`src/rtl/cal_pkg.sv`:
```
// Shared types, BCD constants and helpers for the calendar set controller and the counter chain.
package cal_pkg;

    typedef enum logic [2:0] {
        StRun      = 3'd0,
        StSetYear  = 3'd1,
        StSetMonth = 3'd2,
        StSetDay   = 3'd3,
        StCommit   = 3'd4
    } cal_state_e;

    localparam logic [7:0] YearMin       = 8'h00;
    localparam logic [7:0] YearMax       = 8'h99;
    localparam logic [7:0] MonthMin      = 8'h01;
    localparam logic [7:0] MonthMax      = 8'h12;
    localparam logic [7:0] DayMin        = 8'h01;
    localparam logic [7:0] Days31        = 8'h31;
    localparam logic [7:0] Days30        = 8'h30;
    localparam logic [7:0] DaysFebLeap   = 8'h29;
    localparam logic [7:0] DaysFebCommon = 8'h28;

    localparam logic [3:0] BlinkNone  = 4'b0000;
    localparam logic [3:0] BlinkLeft  = 4'b1100;
    localparam logic [3:0] BlinkRight = 4'b0011;

    // Two-digit BCD increment; caller handles wrap at the field maximum.
    function automatic logic [7:0] bcd_inc(input logic [7:0] v);
        logic [7:0] r;
        if (v[3:0] == 4'd9) begin
            r = {v[7:4] + 4'd1, 4'd0};
        end else begin
            r = {v[7:4], v[3:0] + 4'd1};
        end
        return r;
    endfunction

    function automatic logic [6:0] bcd_to_bin(input logic [7:0] v);
        return (7'(v[7:4]) * 7'd10) + 7'(v[3:0]);
    endfunction

endpackage

```
`src/rtl/calendar_set_ctrl_if.sv`:
```
// Control/data bundle between the set controller and the counter chain, buttons and display path.
interface calendar_set_ctrl_if;

    logic       tick_blink;
    logic       btn_set;
    logic       btn_inc;
    logic       run_disp_sel;
    logic [7:0] cur_year;
    logic [7:0] cur_month;
    logic [7:0] cur_day;

    logic       run_en;
    logic       ld_en;
    logic [7:0] ld_year;
    logic [7:0] ld_month;
    logic [7:0] ld_day;
    logic       disp_sel;
    logic       shadow_sel;
    logic [3:0] blink_mask;

    modport slave (
        input  tick_blink, btn_set, btn_inc, run_disp_sel, cur_year, cur_month, cur_day,
        output run_en, ld_en, ld_year, ld_month, ld_day, disp_sel, shadow_sel, blink_mask
    );

    modport master (
        output tick_blink, btn_set, btn_inc, run_disp_sel, cur_year, cur_month, cur_day,
        input  run_en, ld_en, ld_year, ld_month, ld_day, disp_sel, shadow_sel, blink_mask
    );

endinterface

```
`src/rtl/cal_max_day.sv`:
```
// Month length lookup in BCD; February follows the binary year mod 4 leap rule (2000 is leap).
module cal_max_day
    import cal_pkg::*;
(
    input  logic [7:0] i_month,
    input  logic [7:0] i_year,
    output logic [7:0] o_max_day
);

    logic [6:0] w_year_bin;
    logic       w_leap;

    assign w_year_bin = bcd_to_bin(i_year);
    assign w_leap     = (w_year_bin[1:0] == 2'b00);

    always_comb begin
        o_max_day = Days31;
        case (i_month)
            8'h02:                      o_max_day = w_leap ? DaysFebLeap : DaysFebCommon;
            8'h04, 8'h06, 8'h09, 8'h11: o_max_day = Days30;
            default:                    o_max_day = Days31;
        endcase
    end

endmodule

```
`src/rtl/calendar_set_ctrl.sv`:
```
// Date-setting FSM: freezes the calendar chain, edits a BCD shadow date field by field with
// blinking feedback, then issues a one-cycle parallel load or abandons the edit on timeout.
module calendar_set_ctrl
    import cal_pkg::*;
#(
    parameter int unsigned TIMEOUT_TICKS = 20,
    parameter int unsigned TW            = 5
) (
    input  logic                 clk,
    input  logic                 rst_n,
    calendar_set_ctrl_if.slave   bus
);

    cal_state_e r_state, w_state_nxt;
    logic [7:0] r_year, w_year_nxt;
    logic [7:0] r_month, w_month_nxt;
    logic [7:0] r_day, w_day_nxt;
    logic       r_blink_phase, w_blink_phase_nxt;
    logic [TW-1:0] r_timeout, w_timeout_nxt;

    logic [7:0] w_max_day;
    logic [7:0] w_day_clamped;

    cal_max_day u_max_day (
        .i_month   (r_month),
        .i_year    (r_year),
        .o_max_day (w_max_day)
    );

    assign w_day_clamped = (r_day > w_max_day) ? w_max_day : r_day;

    always_ff @(posedge clk or negedge rst_n) begin
        if (!rst_n) begin
            r_state       <= StRun;
            r_year        <= YearMin;
            r_month       <= MonthMin;
            r_day         <= DayMin;
            r_blink_phase <= 1'b0;
            r_timeout     <= '0;
        end else begin
            r_state       <= w_state_nxt;
            r_year        <= w_year_nxt;
            r_month       <= w_month_nxt;
            r_day         <= w_day_nxt;
            r_blink_phase <= w_blink_phase_nxt;
            r_timeout     <= w_timeout_nxt;
        end
    end

    always_comb begin
        w_state_nxt       = r_state;
        w_year_nxt        = r_year;
        w_month_nxt       = r_month;
        w_day_nxt         = r_day;
        w_blink_phase_nxt = r_blink_phase;
        w_timeout_nxt     = r_timeout;

        case (r_state)
            StRun: begin
                w_blink_phase_nxt = 1'b0;
                w_timeout_nxt     = '0;
                if (bus.btn_set) begin
                    w_year_nxt  = bus.cur_year;
                    w_month_nxt = bus.cur_month;
                    w_day_nxt   = bus.cur_day;
                    w_state_nxt = StSetYear;
                end
            end

            StSetYear, StSetMonth, StSetDay: begin
                // Priority: btn_set over btn_inc, any button over tick_blink.
                if (bus.btn_set) begin
                    w_blink_phase_nxt = 1'b0;
                    w_timeout_nxt     = '0;
                    case (r_state)
                        StSetYear:  w_state_nxt = StSetMonth;
                        StSetMonth: begin
                            w_state_nxt = StSetDay;
                            w_day_nxt   = w_day_clamped;
                        end
                        default:    w_state_nxt = StCommit;
                    endcase
                end else if (bus.btn_inc) begin
                    w_blink_phase_nxt = 1'b0;
                    w_timeout_nxt     = '0;
                    case (r_state)
                        StSetYear:
                            w_year_nxt = (r_year == YearMax) ? YearMin : bcd_inc(r_year);
                        StSetMonth:
                            w_month_nxt = (r_month >= MonthMax) ? MonthMin : bcd_inc(r_month);
                        default:
                            w_day_nxt = (r_day >= w_max_day) ? DayMin : bcd_inc(r_day);
                    endcase
                end else if (bus.tick_blink) begin
                    w_blink_phase_nxt = ~r_blink_phase;
                    if (r_timeout == TW'(TIMEOUT_TICKS - 1)) begin
                        w_state_nxt       = StRun;
                        w_timeout_nxt     = '0;
                        w_blink_phase_nxt = 1'b0;
                    end else begin
                        w_timeout_nxt = r_timeout + TW'(1);
                    end
                end
            end

            StCommit: begin
                w_state_nxt       = StRun;
                w_blink_phase_nxt = 1'b0;
                w_timeout_nxt     = '0;
            end

            default: begin
                w_state_nxt       = StRun;
                w_blink_phase_nxt = 1'b0;
                w_timeout_nxt     = '0;
            end
        endcase
    end

    logic       w_run_en;
    logic       w_ld_en;
    logic       w_disp_sel;
    logic       w_shadow_sel;
    logic [3:0] w_blink_mask;

    always_comb begin
        w_run_en     = 1'b0;
        w_ld_en      = 1'b0;
        w_disp_sel   = 1'b0;
        w_shadow_sel = 1'b1;
        w_blink_mask = BlinkNone;

        case (r_state)
            StRun: begin
                w_run_en     = 1'b1;
                w_disp_sel   = bus.run_disp_sel;
                w_shadow_sel = 1'b0;
            end
            StSetYear: begin
                w_disp_sel   = 1'b1;
                w_blink_mask = BlinkRight & {4{r_blink_phase}};
            end
            StSetMonth: w_blink_mask = BlinkLeft & {4{r_blink_phase}};
            StSetDay:   w_blink_mask = BlinkRight & {4{r_blink_phase}};
            StCommit:   w_ld_en = 1'b1;
            default: begin
                w_run_en     = 1'b1;
                w_shadow_sel = 1'b0;
            end
        endcase
    end

    assign bus.run_en     = w_run_en;
    assign bus.ld_en      = w_ld_en;
    assign bus.disp_sel   = w_disp_sel;
    assign bus.shadow_sel = w_shadow_sel;
    assign bus.blink_mask = w_blink_mask;
    assign bus.ld_year    = r_year;
    assign bus.ld_month   = r_month;
    assign bus.ld_day     = w_day_clamped;

endmodule

```
`src/flat_wrapper.sv`:
```
// flat-port wrapper written by rule: the top's interface ports become plain ports
module calendar_set_ctrl_flat import cal_pkg::*;
#(
    parameter int unsigned TIMEOUT_TICKS = 20,
    parameter int unsigned TW            = 5
)
  (clk, rst_n, bus_tick_blink, bus_btn_set, bus_btn_inc, bus_run_disp_sel, bus_cur_year, bus_cur_month, bus_cur_day, bus_run_en, bus_ld_en, bus_ld_year, bus_ld_month, bus_ld_day, bus_disp_sel, bus_shadow_sel, bus_blink_mask);
  calendar_set_ctrl_if bus_i ();
  input  logic clk;
  input  logic rst_n;
  input wire logic [$bits(bus_i.tick_blink)-1:0] bus_tick_blink;
  input wire logic [$bits(bus_i.btn_set)-1:0] bus_btn_set;
  input wire logic [$bits(bus_i.btn_inc)-1:0] bus_btn_inc;
  input wire logic [$bits(bus_i.run_disp_sel)-1:0] bus_run_disp_sel;
  input wire logic [$bits(bus_i.cur_year)-1:0] bus_cur_year;
  input wire logic [$bits(bus_i.cur_month)-1:0] bus_cur_month;
  input wire logic [$bits(bus_i.cur_day)-1:0] bus_cur_day;
  output wire logic [$bits(bus_i.run_en)-1:0] bus_run_en;
  output wire logic [$bits(bus_i.ld_en)-1:0] bus_ld_en;
  output wire logic [$bits(bus_i.ld_year)-1:0] bus_ld_year;
  output wire logic [$bits(bus_i.ld_month)-1:0] bus_ld_month;
  output wire logic [$bits(bus_i.ld_day)-1:0] bus_ld_day;
  output wire logic [$bits(bus_i.disp_sel)-1:0] bus_disp_sel;
  output wire logic [$bits(bus_i.shadow_sel)-1:0] bus_shadow_sel;
  output wire logic [$bits(bus_i.blink_mask)-1:0] bus_blink_mask;
  assign bus_i.tick_blink = bus_tick_blink;
  assign bus_i.btn_set = bus_btn_set;
  assign bus_i.btn_inc = bus_btn_inc;
  assign bus_i.run_disp_sel = bus_run_disp_sel;
  assign bus_i.cur_year = bus_cur_year;
  assign bus_i.cur_month = bus_cur_month;
  assign bus_i.cur_day = bus_cur_day;
  assign bus_run_en = bus_i.run_en;
  assign bus_ld_en = bus_i.ld_en;
  assign bus_ld_year = bus_i.ld_year;
  assign bus_ld_month = bus_i.ld_month;
  assign bus_ld_day = bus_i.ld_day;
  assign bus_disp_sel = bus_i.disp_sel;
  assign bus_shadow_sel = bus_i.shadow_sel;
  assign bus_blink_mask = bus_i.blink_mask;
  calendar_set_ctrl #(.TIMEOUT_TICKS(TIMEOUT_TICKS), .TW(TW)) u_core (.clk(clk), .rst_n(rst_n), .bus(bus_i));
endmodule
```
`config.mk`:
```
export PLATFORM = sky130hd
export DESIGN_NAME = calendar_set_ctrl_flat
export DESIGN_NICKNAME = d
export VERILOG_FILES = /design/src/rtl/cal_pkg.sv /design/src/rtl/calendar_set_ctrl_if.sv /design/src/rtl/cal_max_day.sv /design/src/rtl/calendar_set_ctrl.sv /design/src/flat_wrapper.sv
export SDC_FILE = /design/constraint.sdc
export NUM_CORES = 1
export LEC_CHECK = 0
export ABC_AREA = 1
export BUFFER_PORTS_ARGS = -buffer_cell sky130_fd_sc_hd__buf_2
export CAP_MARGIN = 20
export CORE_MARGIN = 1.5
export CORE_UTILIZATION = 44
export DETAILED_ROUTE_END_ITERATION = 10
export PLACE_DENSITY = 0.71
export SYNTH_ARGS = -nofsm -noshare
export SYNTH_HDL_FRONTEND = slang
export SYNTH_SLANG_ARGS = --single-unit
```
`constraint.sdc`:
```
create_clock -name clk -period 2 [get_ports clk]
set_input_delay 0.3 -clock clk [delete_from_list [all_inputs] [get_ports clk]]
set_output_delay 0.3 -clock clk [all_outputs]
set_load 0.05 [all_outputs]
```
# After elaboration in Yosys (flattened, before gate mapping)
# Index checks and enable logic that the tools add are counted.
# totals
out_inout_bits,32
in_bits,30
elab_cells,113
register_bits,33
# classes
muxes,47
magnitude_cmp,3
n_addsub,8
n_mul,1
bitwise,1
n_reduce_logical,15
eq_ne,29
# ops
op,count
$mux W8,20
$pmux W8 S2,3
$mux W5,5
$add A4 B1 Y4 const B,6
$reduce_and A6 Y1,3
$eq A8 B3 Y1 const B,2
$mux W3,5
$reduce_and A5 Y1,3
$eq A4 B4 Y1 const B,3
$ne A3 B3 Y1 const B,4
$pmux W3 S2,2
$pmux W5 S2,1
$mux W1,9
$eq A8 B2 Y1 const B,1
$eq A8 B4 Y1 const B,1
$eq A8 B5 Y1 const B,1
$eq A8 B8 Y1 const B,1
$ge A8 B5 Y1 const B,1
$ge A8 B6 Y1,1
$gt A8 B6 Y1,1
$pmux W4 S2,1
$reduce_or A4 Y1,2
$eq A3 B2 Y1 const B,2
$ne A2 B2 Y1 const B,3
other kinds (19),23

# Depth between registers and ports, before layout
# depth
depth_word,11
depth_mapped,19
depth_no_buf,19

# Hierarchy
# A second synthesis with hierarchy kept.
# hier_totals
cells_unflattened,405
area_unflattened_um2,2768.9
# by_module_without_submodules
module,cells_per_inst,n_inst,area_each_um2
calendar_set_ctrl,365,1,2581.2
cal_max_day,40,1,187.7

# Worst setup path before layout
# Ideal clock, no wire load.
# synth_timing
kind,register to output
start,register u_core.r_month[5] (netlist: u_core.bus.ld_month[5])
end,output bus_ld_day[3]
arrival_ns,3.139
required_time_ns,1.700
n_path_buf,0
path_slack_ns,-1.439
path_stages_with_launch,15
cell_sequence,dfrtp_1 > inv_1 > ha_1 > inv_1 > nor2_1 > nand3_1 > nand3_1 > nand2_1 > ha_1 > nand2_1 > nor2_1 > nand2_1 > nand2_1 > inv_2 > o21ai_0
# synth_via
elab_chain_cells,5
elab_cells_between_ends,9
# synth_lines
element,line,source
start: declaration,calendar_set_ctrl.sv:16,"logic [7:0] r_month, w_month_nxt;"
start signal: assignment,calendar_set_ctrl.sv:36,r_month <= MonthMin;
start signal: assignment,calendar_set_ctrl.sv:43,r_month <= w_month_nxt;
$eq A8 B3 Y1 (tied with other cells),cal_max_day.sv:18,case (i_month)
$reduce_or A4 Y1,cal_max_day.sv:18,
$pmux W5 S2 *,cal_max_day.sv:18,
$gt A8 B6 Y1,calendar_set_ctrl.sv:30,assign w_day_clamped = (r_day > w_max_day) ? w_max_day : r_day;
$mux W8 *,calendar_set_ctrl.sv:30,
end: declaration,flat_wrapper.sv:22,output wire logic [$bits(bus_i.ld_day)-1:0] bus_ld_day;
# Mark *: on every way between the ends. The rest lies on a longest branch, timed or not.

# Worst setup path in the final report
# layout_timing
start,register u_core.r_month[0] (netlist: u_core.bus.ld_month[0])
end,output bus_ld_day[1]
# layout_via
elab_chain_cells,5
elab_cells_between_ends,9
# layout_lines
element,line
$eq A8 B3 Y1 (tied with other cells),cal_max_day.sv:18
$reduce_or A4 Y1,cal_max_day.sv:18
$pmux W5 S2 *,cal_max_day.sv:18
$gt A8 B6 Y1 *,calendar_set_ctrl.sv:30
$mux W8 *,calendar_set_ctrl.sv:30
# Marked as above.

==> results by group <==
Die
  – Die H: 78.47 µm
  – Die Span X: 78.47 µm
  – Row count: 27
  – Starting Density: 45.51%
  – Die area: 6158 µm²
  – I/O pin count: 62
  – Core area: 5507 µm²

Place
  – Routability cong.: 0.8815
  – Hpwl dp: 4969 µm
  – IO Port Bufs: 59

Detailed routing
  – Routed WL: 6710 µm
  – Remaining DRCs: 0
  – Vias per cell: 4.992
  – Antenna Nets Post-Route: 0
  – Routed vias: 2,596
  – 1st-iter DRT viols: 152
  – Drt wl/cell: 12.90 µm
  – 1st-pass router iterations: 4

Finish
  – Finished Core Util: 65.55%
  – N_diodes: 0
  – Area growth from synthesis to layout: 44.03%
  – NumNets Final: 491
  – Layout cells sized above 1: 43.53%

Power and ir drop
  – PwrDens: 1932 nW/µm²
  – Overall power: 6974 µW
  – Lkg Pwr: 0.001761 µW
  – Maximum vdd drop: 1.200 mV

Setup path
  – CP max FO: 6
  – Crit Reg-Reg Startpoint: u_core.bus.ld_month[0]
  – CP startpoint kind: register
  – Beginning of the critical path: u_core.bus.ld_month[0]
  – R2r setup slk: -340 ps
  – CP Capture Type: primary output
  – Path depth of the worst reg2reg path: 20
  – Arrival time at the worst endpoint: 2380 ps
  – Crit path to: bus_ld_day[1]
  – Reg-to-reg critical path endpoint: u_core.r_day[5]
  – Critical path class: register to primary output
  – Critical Path RT: 1700 ps

Yosys
  – Top cells by count, synth: nand2_1 (82), inv_1 (43), dfrtp_1 (31), nor2_1 (29), nand3_1 (27)
  – Most frequent cell after synthesis: nand2_1
  – Seq/Total Area, Yosys: 33.05%
  – Mapped cell area: 2506 µm²
  – Mapped Avg Cell Area: 7.264 µm²
  – Ranking of synthesized cells by area: dfrtp_1 (31%), nand2_1 (12%), ha_1 (7.0%)
  – Distinct cells, synth: 39
  – Yosys warns: 0
  – Synth Flop Type: dfrtp_1
  – FF+latch count, synth: 33
  – Top cell type's share of synthesized area: 30.95%
  – Async SR Flop Fraction: 100.0%
  – Post-synth EDFFs: 0
  – Synth Instances: 345
  – Largest area contributor in the synthesized netlist: dfrtp_1

CTS
  – Clock Sinks: 33
  – Worst-path clk slew: 70 ps
  – CTS root buffer: clkbuf_8
  – Hold buffer count at CTS: 0
  – H-tree depth: 2
  – CTS buffer count: 5
  – Clk Latency, worst-skew pair: 290 ps
  – CTS tree: yes
  – Clk buf depth: 2

Global route
  – Grt total ovfl: 0
  – Initial antenna violation count: 0
  – First-pass GRT wire length: 10,870 µm
  – Tot GR Track Use: 22.14%
  – Pin count of the biggest net entering global routing: 34
  – Vias in the first global route: 2,440

STA
  – F_max: 0.3729 GHz
  – Clk_skew: 4.613 ps
  – Least-Margin Pin Slew: 756.5 ps
  – Post-route setup slack: -681.9 ps
  – Worst relative slew slack: 49.56%
  – Min Tclk post-route: 2682 ps
  – Final hold vios: 0
  – Fin. max-slew vios: 0
  – Setup violations, final: 14
  – Final clock period utilization by the worst path: 134.1%
  – RSZ-0062 raised after global routing: true

Run status
  – Status: complete, but fails checks
  – Violated checks: setup timing

Min path
  – Hold crit path type: primary input to async pin

Run
  – Max Cap Viol: 0
==> cells by family after synthesis <==
kind of cell,Yosys count,synth area share [%]
XOR/XNOR,9,3.145
AND/OR/NAND/NOR,175,34.25
adder cells (fa/ha/maj),14,6.990
other,1,0.1496
flip-flops,33,33.05
buffers and inverters,56,9.086
AO/OA/AOI/OAI,56,12.73
multiplexers,1,0.5989
==> sequential cells by signal, summed over array words and instances (netlist names) <==
register,flops
u_core.r_day,8
u_core.r_blink_phase,1
u_core.bus.ld_month,8
u_core.r_timeout,5
u_core.bus.ld_year,8
u_core.r_state,3
==> through the flow <==
stage / hold WS (ps) / cells / worst slack, ps / instance area [µm²] / setup TNS [ps]
floorplan: 4.409 / 346 / -555.8 / 2620 / -5304
global route: 129.5 / 520 / -786.1 / 3610 / -7048
global placement: 412.3 / 505 / -439.9 / 3233 / -3567
CTS: 99.90 / 518 / -674.8 / 3467 / -8242
detailed placement: 414.2 / 505 / -502.4 / 3233 / -4191
finish: 77.70 / 520 / -681.9 / 3610 / -5288
==> routing by layer <==
metal	wire [µm]	global-route usage [%]
met3	290	4.419
met1	3035	29.10
met5	0	0
met4	100	4.464
met2	3283	37.74
==> layout make-up <==
cell class,count,area [µm²]
sequential,33,834.6
fill,486,1897
inverter,50,200.2
clock inverter,2,10.01
tap,72,90.09
clock buffer,6,72.57
multi-input combinational,257,1738
timing repair buffer,100,664.4
==> cells in the final DEF (no fill, tap or decap), drive strengths merged, types with 5 or more instances in the layout <==
cell type and count:
xor2 5, nor2 40, nand3 30, ha 14, inv 50, buf 100
clkbuf 6, o21ai 24, nand4 8, dfrtp 31, a21oi 18, nor3 6
nand2 86
==> worst min-delay path by stage <==
stage	to	slack, ps	cells after the start
2_1_floorplan	u_core.bus.ld_month[1]	4	0
3_3_place_gp	u_core.r_timeout[2]	410	1
3_5_place_dp	u_core.r_timeout[2]	410	1
4_1_cts	u_core.r_state[0]	100	1
5_1_grt	u_core.r_timeout[2]	130	1
6_report	u_core.r_timeout[2]	80	1
==> power breakdown <==
group	leakage [µW]	switching (µW)	internal (µW)
Combinational	0.00131	3350	1890
Sequential	0.000408	279	960
Clock	0.0000450	257	241
Total	0.00176	3880	3090
==> repair_timing <==
item	in CTS	in global routing
pin swaps	9	19
resized for setup	32	30
endpoints found under the setup margin	14	14
setup buffers	5	6
==> critical path: stages (launching register included) <==
cell	delay, ps
dfstp_2	560
buf_4	120
nor2_4	40
nand2_2	70
nor2_4	40
buf_4	150
ha_4	260
nand2_2	60
nor2_2	150
nand2_2	100
nand2_4	120
inv_8	60
buf_12	120
nor2_4	70
buf_6	160
No activity file was read; power rests on OpenSTA's default activity.
